$ cat src/rtl/corr_search_ctrl.sv
// Offset-window search controller: steps X/Y over a raster window, runs one correlation per offset
// and keeps the best score. Optional second-best tracking is enabled with `define CORR_PEAK2_EN.
module corr_search_ctrl #(
    parameter int unsigned COORD_W  = 13,
    parameter int unsigned CORR_W   = 16,
    parameter int unsigned X_MIN    = 0,
    parameter int unsigned X_MAX    = 799,
    parameter int unsigned Y_MIN    = 0,
    parameter int unsigned Y_MAX    = 599,
    parameter int unsigned STEP     = 1,
    parameter int unsigned MODE_MIN = 0
) (
    input  logic               iCLK,
    input  logic               iRST_N,
    input  logic               iStart,
    input  logic               iAbort,
    output logic [COORD_W-1:0] oX,
    output logic [COORD_W-1:0] oY,
    output logic               oCorrStart,
    input  logic               iCorrDone,
    input  logic [CORR_W-1:0]  iCorrVal,
    output logic               oBusy,
    output logic               oDone,
    output logic [COORD_W-1:0] oBestX,
    output logic [COORD_W-1:0] oBestY,
    output logic [CORR_W-1:0]  oBestCorr,
    output logic               oBestValid
`ifdef CORR_PEAK2_EN
    ,
    output logic [CORR_W-1:0]  oSecondCorr
`endif
);

    // One extra bit so the top-of-range advance cannot wrap back into the window.
    localparam int unsigned EXT_W = COORD_W + 1;
    localparam logic [EXT_W-1:0]   X_MAX_E = EXT_W'(X_MAX);
    localparam logic [EXT_W-1:0]   Y_MAX_E = EXT_W'(Y_MAX);
    localparam logic [EXT_W-1:0]   STEP_E  = EXT_W'(STEP);
    localparam logic [COORD_W-1:0] X_MIN_C = COORD_W'(X_MIN);
    localparam logic [COORD_W-1:0] Y_MIN_C = COORD_W'(Y_MIN);

    typedef enum logic [2:0] {
        IDLE   = 3'd0,
        ISSUE  = 3'd1,
        WAIT   = 3'd2,
        UPDATE = 3'd3,
        DONE   = 3'd4
    } state_t;

    state_t             state;
    state_t             stateNext;
    logic [COORD_W-1:0] xNext;
    logic [COORD_W-1:0] yNext;
    logic [CORR_W-1:0]  corrVal;
    logic [CORR_W-1:0]  corrValNext;
    logic               firstFlag;
    logic               firstFlagNext;
    logic [COORD_W-1:0] bestXNext;
    logic [COORD_W-1:0] bestYNext;
    logic [CORR_W-1:0]  bestCorrNext;
    logic               bestValidNext;
    logic               corrStartNext;
    logic               busyNext;
    logic               doneNext;
    logic [EXT_W-1:0]   xStep;
    logic [EXT_W-1:0]   yStep;
    logic               scoreBetter;
`ifdef CORR_PEAK2_EN
    logic [CORR_W-1:0]  secondNext;
    logic [1:0]         seenCnt;
    logic [1:0]         seenCntNext;
    logic               beatsSecond;
`endif

    assign xStep = {1'b0, oX} + STEP_E;
    assign yStep = {1'b0, oY} + STEP_E;

    // Strict comparison so ties keep the raster-first coordinate.
    always_comb begin
        if (MODE_MIN != 0) begin
            scoreBetter = (corrVal < oBestCorr);
        end else begin
            scoreBetter = (corrVal > oBestCorr);
        end
    end

`ifdef CORR_PEAK2_EN
    always_comb begin
        if (MODE_MIN != 0) begin
            beatsSecond = (corrVal < oSecondCorr);
        end else begin
            beatsSecond = (corrVal > oSecondCorr);
        end
    end
`endif

    // Next-state and next-output logic; abort overrides everything at the end.
    always_comb begin
        stateNext     = state;
        xNext         = oX;
        yNext         = oY;
        corrValNext   = corrVal;
        firstFlagNext = firstFlag;
        bestXNext     = oBestX;
        bestYNext     = oBestY;
        bestCorrNext  = oBestCorr;
        bestValidNext = oBestValid;
`ifdef CORR_PEAK2_EN
        secondNext    = oSecondCorr;
        seenCntNext   = seenCnt;
`endif

        unique case (state)
            IDLE: begin
                if (iStart) begin
                    xNext         = X_MIN_C;
                    yNext         = Y_MIN_C;
                    bestXNext     = '0;
                    bestYNext     = '0;
                    bestCorrNext  = '0;
                    bestValidNext = 1'b0;
                    firstFlagNext = 1'b1;
`ifdef CORR_PEAK2_EN
                    secondNext    = '0;
                    seenCntNext   = '0;
`endif
                    stateNext     = ISSUE;
                end
            end
            ISSUE: begin
                stateNext = WAIT;
            end
            WAIT: begin
                if (iCorrDone) begin
                    corrValNext = iCorrVal;
                    stateNext   = UPDATE;
                end
            end
            UPDATE: begin
                if (firstFlag || scoreBetter) begin
                    bestCorrNext  = corrVal;
                    bestXNext     = oX;
                    bestYNext     = oY;
                    firstFlagNext = 1'b0;
`ifdef CORR_PEAK2_EN
                    secondNext    = oBestCorr;
`endif
                end
`ifdef CORR_PEAK2_EN
                else if ((seenCnt < 2'd2) || beatsSecond) begin
                    secondNext = corrVal;
                end
                seenCntNext = (seenCnt == 2'd2) ? seenCnt : seenCnt + 2'd1;
`endif
                if (xStep <= X_MAX_E) begin
                    xNext     = COORD_W'(xStep);
                    stateNext = ISSUE;
                end else if (yStep <= Y_MAX_E) begin
                    xNext     = X_MIN_C;
                    yNext     = COORD_W'(yStep);
                    stateNext = ISSUE;
                end else begin
                    bestValidNext = 1'b1;
                    stateNext     = DONE;
                end
            end
            DONE: begin
                xNext     = X_MIN_C;
                yNext     = Y_MIN_C;
                stateNext = IDLE;
            end
            default: begin
                stateNext = IDLE;
            end
        endcase

        if (iAbort) begin
            stateNext     = IDLE;
            xNext         = X_MIN_C;
            yNext         = Y_MIN_C;
            bestXNext     = '0;
            bestYNext     = '0;
            bestCorrNext  = '0;
            bestValidNext = 1'b0;
            firstFlagNext = 1'b0;
`ifdef CORR_PEAK2_EN
            secondNext    = '0;
            seenCntNext   = '0;
`endif
        end

        corrStartNext = (stateNext == ISSUE);
        busyNext      = (stateNext != IDLE);
        doneNext      = (stateNext == DONE);
    end

    // State and registered outputs.
    always_ff @(posedge iCLK or negedge iRST_N) begin
        if (!iRST_N) begin
            state      <= IDLE;
            oX         <= X_MIN_C;
            oY         <= Y_MIN_C;
            corrVal    <= '0;
            firstFlag  <= 1'b0;
            oBestX     <= '0;
            oBestY     <= '0;
            oBestCorr  <= '0;
            oBestValid <= 1'b0;
            oCorrStart <= 1'b0;
            oBusy      <= 1'b0;
            oDone      <= 1'b0;
        end else begin
            state      <= stateNext;
            oX         <= xNext;
            oY         <= yNext;
            corrVal    <= corrValNext;
            firstFlag  <= firstFlagNext;
            oBestX     <= bestXNext;
            oBestY     <= bestYNext;
            oBestCorr  <= bestCorrNext;
            oBestValid <= bestValidNext;
            oCorrStart <= corrStartNext;
            oBusy      <= busyNext;
            oDone      <= doneNext;
        end
    end

`ifdef CORR_PEAK2_EN
    // Second-best score and count of scores seen (saturating at two).
    always_ff @(posedge iCLK or negedge iRST_N) begin
        if (!iRST_N) begin
            oSecondCorr <= '0;
            seenCnt     <= '0;
        end else begin
            oSecondCorr <= secondNext;
            seenCnt     <= seenCntNext;
        end
    end
`endif

endmodule

$ cat config.mk
export PLATFORM = sky130hd
export DESIGN_NAME = corr_search_ctrl
export DESIGN_NICKNAME = d
export VERILOG_FILES = /design/src/rtl/corr_search_ctrl.sv
export SDC_FILE = /design/constraint.sdc
export NUM_CORES = 1
export LEC_CHECK = 0
export CORE_MARGIN = 2
export CORE_UTILIZATION = 25
export DETAILED_ROUTE_END_ITERATION = 10
export GPL_TIMING_DRIVEN = 1
export REMOVE_ABC_BUFFERS = 1
export SYNTH_ARGS = -nofsm -noshare
export SYNTH_HDL_FRONTEND = slang
export SYNTH_SLANG_ARGS = --single-unit
$ cat constraint.sdc
create_clock -name iCLK -period 4.4 [get_ports iCLK]
set_input_delay 0.66 -clock iCLK [delete_from_list [all_inputs] [get_ports iCLK]]
set_output_delay 0.66 -clock iCLK [all_outputs]
set_load 0.1 [all_outputs]
==> results of run 1 <==
## power breakdown
part | leakage [nW] | total [mW] | switching [mW] | internal [mW]
combinational | 1.18 | 0.441 | 0.243 | 0.198
clock | 0.155 | 0.837 | 0.341 | 0.496
sequential | 1.25 | 1.00 | 0.0708 | 0.929
## sequential cells by signal, summed over array words and instances (netlist names)
| name | count |
|---|---|
| firstFlag | 1 |
| oBusy | 1 |
| oBestCorr | 16 |
| oX | 13 |
| oBestY | 13 |
| oDone | 1 |
| state | 3 |
| corrVal | 16 |
| oY | 13 |
| oBestValid | 1 |
| oCorrStart | 1 |
| oBestX | 13 |
## layout by cell type, fill, tap and decap left out, types with 4 or more instances in the layout
cell type,instances
a31oi_1,4
nor3_1,11
clkdlybuf4s50_1,91
nand2_1,23
dfrtp_1,92
nor3_2,4
ha_1,20
buf_4,6
a21oi_1,14
nand3_1,15
a22o_1,42
o211ai_1,8
and2_1,8
clkbuf_16,9
and3_1,6
a21o_1,7
nand4_1,5
nor4_1,5
nor2b_1,4
nor2_1,19
a41oi_1,4
inv_1,24
a31o_2,5
o21ai_0,14
mux2_2,17
## metrics by stage
step	hold slack (ns)	power [mW]	setup WS, ns	instance area [um^2]
final	0.313	2.28	1.27	6050
after global routing	0.370	2.42	1.03	6050
after floorplan	0.364	1.30	0.585	4470
after CTS	0.353	2.32	1.29	6050
after global placement	0.475	1.45	1.34	5730
after detailed placement	0.484	1.46	1.24	5730
## logic make-up after synthesis
| family | share of synthesized area |
|---|---|
| xor+xnor | 0.00571 |
| fa+ha+maj | 0.0543 |
| mux | 0.0459 |
| simple gates | 0.133 |
| compound gates | 0.211 |
| flops | 0.500 |
| buf+inv | 0.0492 |
## area by class of cell
cell class | instances | area (um^2) | area share
repair buffers | 97 | 956 | 0.158
multi-input cells | 281 | 2100 | 0.347
inverters | 24 | 90.1 | 0.0149
well taps | 229 | 287 | 0.0474
clock buffers | 9 | 225 | 0.0372
flip-flops and latches | 92 | 2300 | 0.381
clock inverters | 7 | 91.3 | 0.0151
## worst max-delay path: stages (launching register included)
cell,delay (ns)
dfrtp_1,0.49
nand2_1,0.18
nor2_1,0.27
mux2_2,0.39
o311ai_4,0.78
and3_1,0.52
o21ai_1,0.18
a21o_1,0.20
## cells in the mapped netlist (6+ instances only)
| cell | number | area, um^2 |
|---|---|---|
| a22o_1 | 42 | 368 |
| a21o_1 | 7 | 52.6 |
| and3_1 | 6 | 37.5 |
| nor3_1 | 13 | 65.1 |
| clkbuf_1 | 19 | 71.3 |
| ha_1 | 20 | 250 |
| and2_1 | 8 | 50.1 |
| a21oi_1 | 14 | 70.1 |
| buf_2 | 6 | 30.0 |
| nand3_1 | 15 | 75.1 |
| nor2_1 | 19 | 71.3 |
| nand2_1 | 23 | 86.3 |
| mux2_2 | 17 | 191 |
| inv_1 | 24 | 90.1 |
| o211ai_1 | 8 | 60.1 |
| o21ai_0 | 14 | 70.1 |
| dfrtp_1 | 92 | 2300 |
## metal layers
layer | track usage | routed length [um] | vias up
met4 | 0.0337 | 123 | 0
met3 | 0.0323 | 721 | 11
li1 | - | - | 1737
met2 | 0.205 | 5800 | 111
met1 | 0.178 | 5720 | 1851
met5 | 0 | 0 | -
## path summary, 6_finish.rpt
kind	start	endpoint	slack, ns
setup / recovery	oX[0]	oY[0]	1.27
hold / removal	iRST_N	oBestCorr[11]	0.31
setup reg to reg	oX[0]	oY[0]	1.27
hold reg to reg	corrVal[0]	oBestCorr[0]	0.50
max in group asynchronous	iRST_N	oX[3]	3.02
min in group iCLK	corrVal[0]	oBestCorr[0]	0.50
==> metrics.md, run 1 <==
| Metric | Value |
|---|---|
| Outcome | complete, no violations |
| Fmax | 320 MHz |
| Antenna violations before repair | 0 |
| Slew Limit Fails | 0 |
| Worst EP arrival | 3.37 ns |
| First-pass GRT wire length | 20300 um |
| Synth Cell Area | 4600 um^2 |
| Clk sinks | slightly above 90 |
| Clk pin slew, worst setup/hold paths | 0.07 ns |
| WL final | 12400 um |
| IO Pins | slightly above 90 |
| Syn avg cell area | 10.8 um^2 |
| Buffer count from post-CTS setup fixing | 0 |
| Cts bufs inserted | 9 |
| Most common flop cell mapped by yosys | dfrtp_1 |
| Largest net degree at the start of global routing | 49 |
| Fin Setup TNS | 0 ns |
| Final number of setup-violating endpoints | 0 |
| Gr usage total | 0.130 |
| Hpwl dp | 8250 um |
| # port buffers | 92 |
| FFs w/ async S/R, synth | 1.00 |
| Reg2reg path depth | 7 |
| Routed Antenna Nets | 0 |
| Fillers | 1799 |
| Vias in the first global route | 3721 |
| Resized cells post-CTS | 0 |
| Mapped Cells | 427 |
| CP required | 4.64 ns |
| Initial drt markers | 303 |
| GPL Wtd Cong | a little under 0.9 |
| Number of synthesized flops with an enable pin | 0 |
| Nets | between 500 and 600 |
| Yosys reg bits | 92 |
| Sequential fraction of the synthesis area | 0.500 |
| Hold_buf cts | 0 |
| Max-cap violations | 0 |
| Area of the core | ~18000 um^2 |
| Insertion delay to the later sink of the worst-skew pair | 0.35 ns |
| Max VDD drop | approximately 200 uV |
| Pre-antenna DRT Iters | 5 |
| Global route overflow | 0 |
| Clock Tree Buf Depth | 2 |
| Starting Density | 0.255 |
| Lkg Pwr | 2.59 nW |
| Vias | 3710 |
| CTS tree | built |
| Crit start category | flip-flop |
| DR WL/cell | about 17 um |
| Period utilisation layout | 0.711 |
| Die area | 19500 um^2 |
| Min-Delay Path Class | input port to asynchronous set/reset pin |
| Setup crit end kind | flip-flop |
| Warnings from Yosys | 0 |
| Max Fanout on Critical Path | 23 |
| Fraction of layout instances using a drive strength above 1 | 0.114 |
| Power density over the cells | 377 nW/um^2 |
| Normalized max-slew margin | 0.134 |
| Vias per cell | 5.02 |
| Slew @ Worst Pin | around 1.3 ns |
| Placed instance count | 723 |
| Synth cell types | 57 |
| Layout Cells excl Fill | 739 |
| FP Rows | 49 |
| Min Tclk post-route | between 3 and 4 ns |
| Area grow syn2layout | 31.4% |
| CP Class | flip-flop to flip-flop |
| Clk root buf | clkbuf_16 |
| Die height | 140 um |
| # DRC | 0 |
| Die width | approximately 140 um |
| Worst Skew | 0.0130 ns |
| RSZ-0062 raised after global routing | no |
| Diodes inserted | 0 |
| Hold Vio Cnt, Final | 0 |
| CTS H-tree lvls | 3 |
| Fin util | 0.336 |
(Power assumes the default switching activity.)
==> inputs of run 2 (changes only) <==
clock period = 3.19 ns   (was 4.4 ns; I/O delays follow)
==> run 2 against run 1 <==
Effect of this change: routed wire length shrank 3.9%; worst hold slack got worse by 0.15 ns; via count is essentially flat; largest power group unchanged; highest routed layer unchanged.
==> metrics.md, run 2 (synthesized netlist as in run 1, its figures left out) <==
| Metric | Value |
|---|---|
| Outcome | complete, no violations |
| Period utilisation layout | 0.927 (+0.216) |
| Resized cells post-CTS | 0 (unchanged) |
| Die width | 140 um (unchanged) |
| R2R setup slack | 0.23 ns (-1.04 ns) |
| Slew @ Worst Pin | 1.06 ns (-0.232 ns) |
| Normalized max-slew margin | 0.289 (+0.155) |
| Vias | 3711 (+0.027%) |
| Crit start category | flip-flop |
| Initial drt markers | 337 (+11%) |
| Area grow syn2layout | 28.5% |
| Routed Antenna Nets | 0 (unchanged) |
| Fraction of layout instances using a drive strength above 1 | 0.264 (+0.150) |
| Power density over the cells | 509 nW/um^2 (+35%) |
| Max Fanout on Critical Path | 13 (-43%) |
| First-pass GRT wire length | 19400 um (-4.4%) |
| Hpwl dp | 8370 um (+1.6%) |
| Cts bufs inserted | 9 (unchanged) |
| Global route overflow | 0 (unchanged) |
| Hold Vio Cnt, Final | 0 (unchanged) |
| Die height | 140 um (unchanged) |
| Worst Skew | 0.00846 ns (-0.00457 ns) |
| Pre-CTS WS | 0.254 ns (-0.985 ns) |
| CP Class | flip-flop to flip-flop |
| Setup crit end kind | flip-flop |
| CP required | 3.43 ns (-1.21 ns) |
| Crit path capture | oY[0] |
| Min Tclk post-route | 2.96 ns (-0.172 ns) |
| Pre-antenna DRT Iters | 4 (-1) |
| Slew Limit Fails | 0 (unchanged) |
| Starting Density | 0.255 (unchanged) |
| Fmax | 338 MHz (+5.8%) |
| Max-cap violations | 0 (unchanged) |
| Area of the core | 18000 um^2 (unchanged) |
| Vias in the first global route | 3631 (-2.4%) |
| Insertion delay to the later sink of the worst-skew pair | 0.35 ns (about the same) |
| Largest net degree at the start of global routing | 53 (+8.2%) |
| Reg2reg path depth | 7 (unchanged) |
| Antenna violations before repair | 0 (unchanged) |
| Min-Delay Path Class | input port to asynchronous set/reset pin |
| IO Pins | 93 (unchanged) |
| Lkg Pwr | 2.77 nW (+7.0%) |
| WL final | 11900 um (-3.9%) |
| Die area | 19500 um^2 (unchanged) |
| Diodes inserted | 0 (unchanged) |
| Largest registers | corrVal (16), oBestCorr (16) |
| Vias per cell | 4.96 (-1.2%) |
| Gr usage total | 0.124 (-0.00540) |
| DR WL/cell | 15.9 um (-5.1%) |
| Worst EP arrival | 3.19 ns (-0.18 ns) |
| RR Endpoint | oY[0] |
| Buffer count from post-CTS setup fixing | 0 (unchanged) |
| Clk root buf | clkbuf_16 |
| Overall Power | 3.01 mW (+32%) |
| CTS tree | built |
| Commonest cells after routing, fill and taps aside | dfrtp_1 (92), buf_4 (85), a22o_1 (42) |
| Critical Path Source | oY[2] |
| FP Rows | 49 (unchanged) |
| GPL Wtd Cong | 0.827 (-4.8%) |
| # port buffers | 92 (unchanged) |
| Hold slack | 0.167 ns (-0.146 ns) |
| Clock Tree Buf Depth | 2 (unchanged) |
| Clk sinks | 92 (unchanged) |
| # DRC | 0 (unchanged) |
| RSZ-0062 raised after global routing | no |
| CTS H-tree lvls | 3 (unchanged) |
| Setup WS post-layout | 0.232 ns (-1.04 ns) |
| Hold_buf cts | 0 (unchanged) |
| R2r startpoint | oY[2] |
| Max VDD drop | 346 uV (+70%) |
| Clk pin slew, worst setup/hold paths | 0.06 ns (about the same) |
| Nets | 555 (+1.6%) |
| Most common cell after layout, fill and taps aside | dfrtp_1 |
| Final number of setup-violating endpoints | 0 (unchanged) |
run 2: metal layers:
metal	GRT usage	wire length, um
met1	0.166	5430
met2	0.201	5700
met3	0.0310	629
met4	0.0332	115
met5	0	0
run 2: through the flow:
step                      utilization  cell area [um^2]  TNS, ns  std cells
after global routing            0.328              5910        0        748
final                           0.328              5910        0        748
after floorplan                     -              4470   -28.86        397
after global placement          0.312              5630        0        732
after detailed placement        0.312              5630        0        732
after CTS                       0.328              5910        0        748
run 2: worst min-delay path by stage:
stage	end	cells past startpoint	startpoint	slack, ns
after global placement	oBestCorr[0]	1	corrVal[0]	0.48
after CTS	state[1]	1	iRST_N	0.20
final	oBestCorr[11]	1	iRST_N	0.17
after detailed placement	oBestCorr[0]	1	corrVal[0]	0.48
after global routing	oBestValid	1	iRST_N	0.23
after floorplan	corrVal[0]	0	iRST_N	0.18
run 2: area by class of cell:
cell class	count	area [um^2]
Inverter	24	90.1
Multi-Input combinational cell	281	2100
Clock inverter	4	22.5
Fill cell	1846	12100
Timing Repair Buffer	106	848
Tap cell	229	287
Clock buffer	12	267
Sequential cell	92	2300
run 2: worst max-delay path, cell delays in order, from the launching register on:
cell and delay (ns):
dfrtp_1 0.64, nand2_1 0.17, nor4_1 0.35, mux2_2 0.38
nor3_2 0.41, and3_1 0.46, o21ai_1 0.20, a21o_1 0.22
run 2: power by group:
part           switching [mW]  leakage (nW)  total (mW)  internal, mW
clock network           0.444         0.144        1.03         0.588
logic                   0.324          1.37       0.597         0.273
registers               0.101          1.25        1.38          1.28
total                   0.869          2.77        3.01          2.14
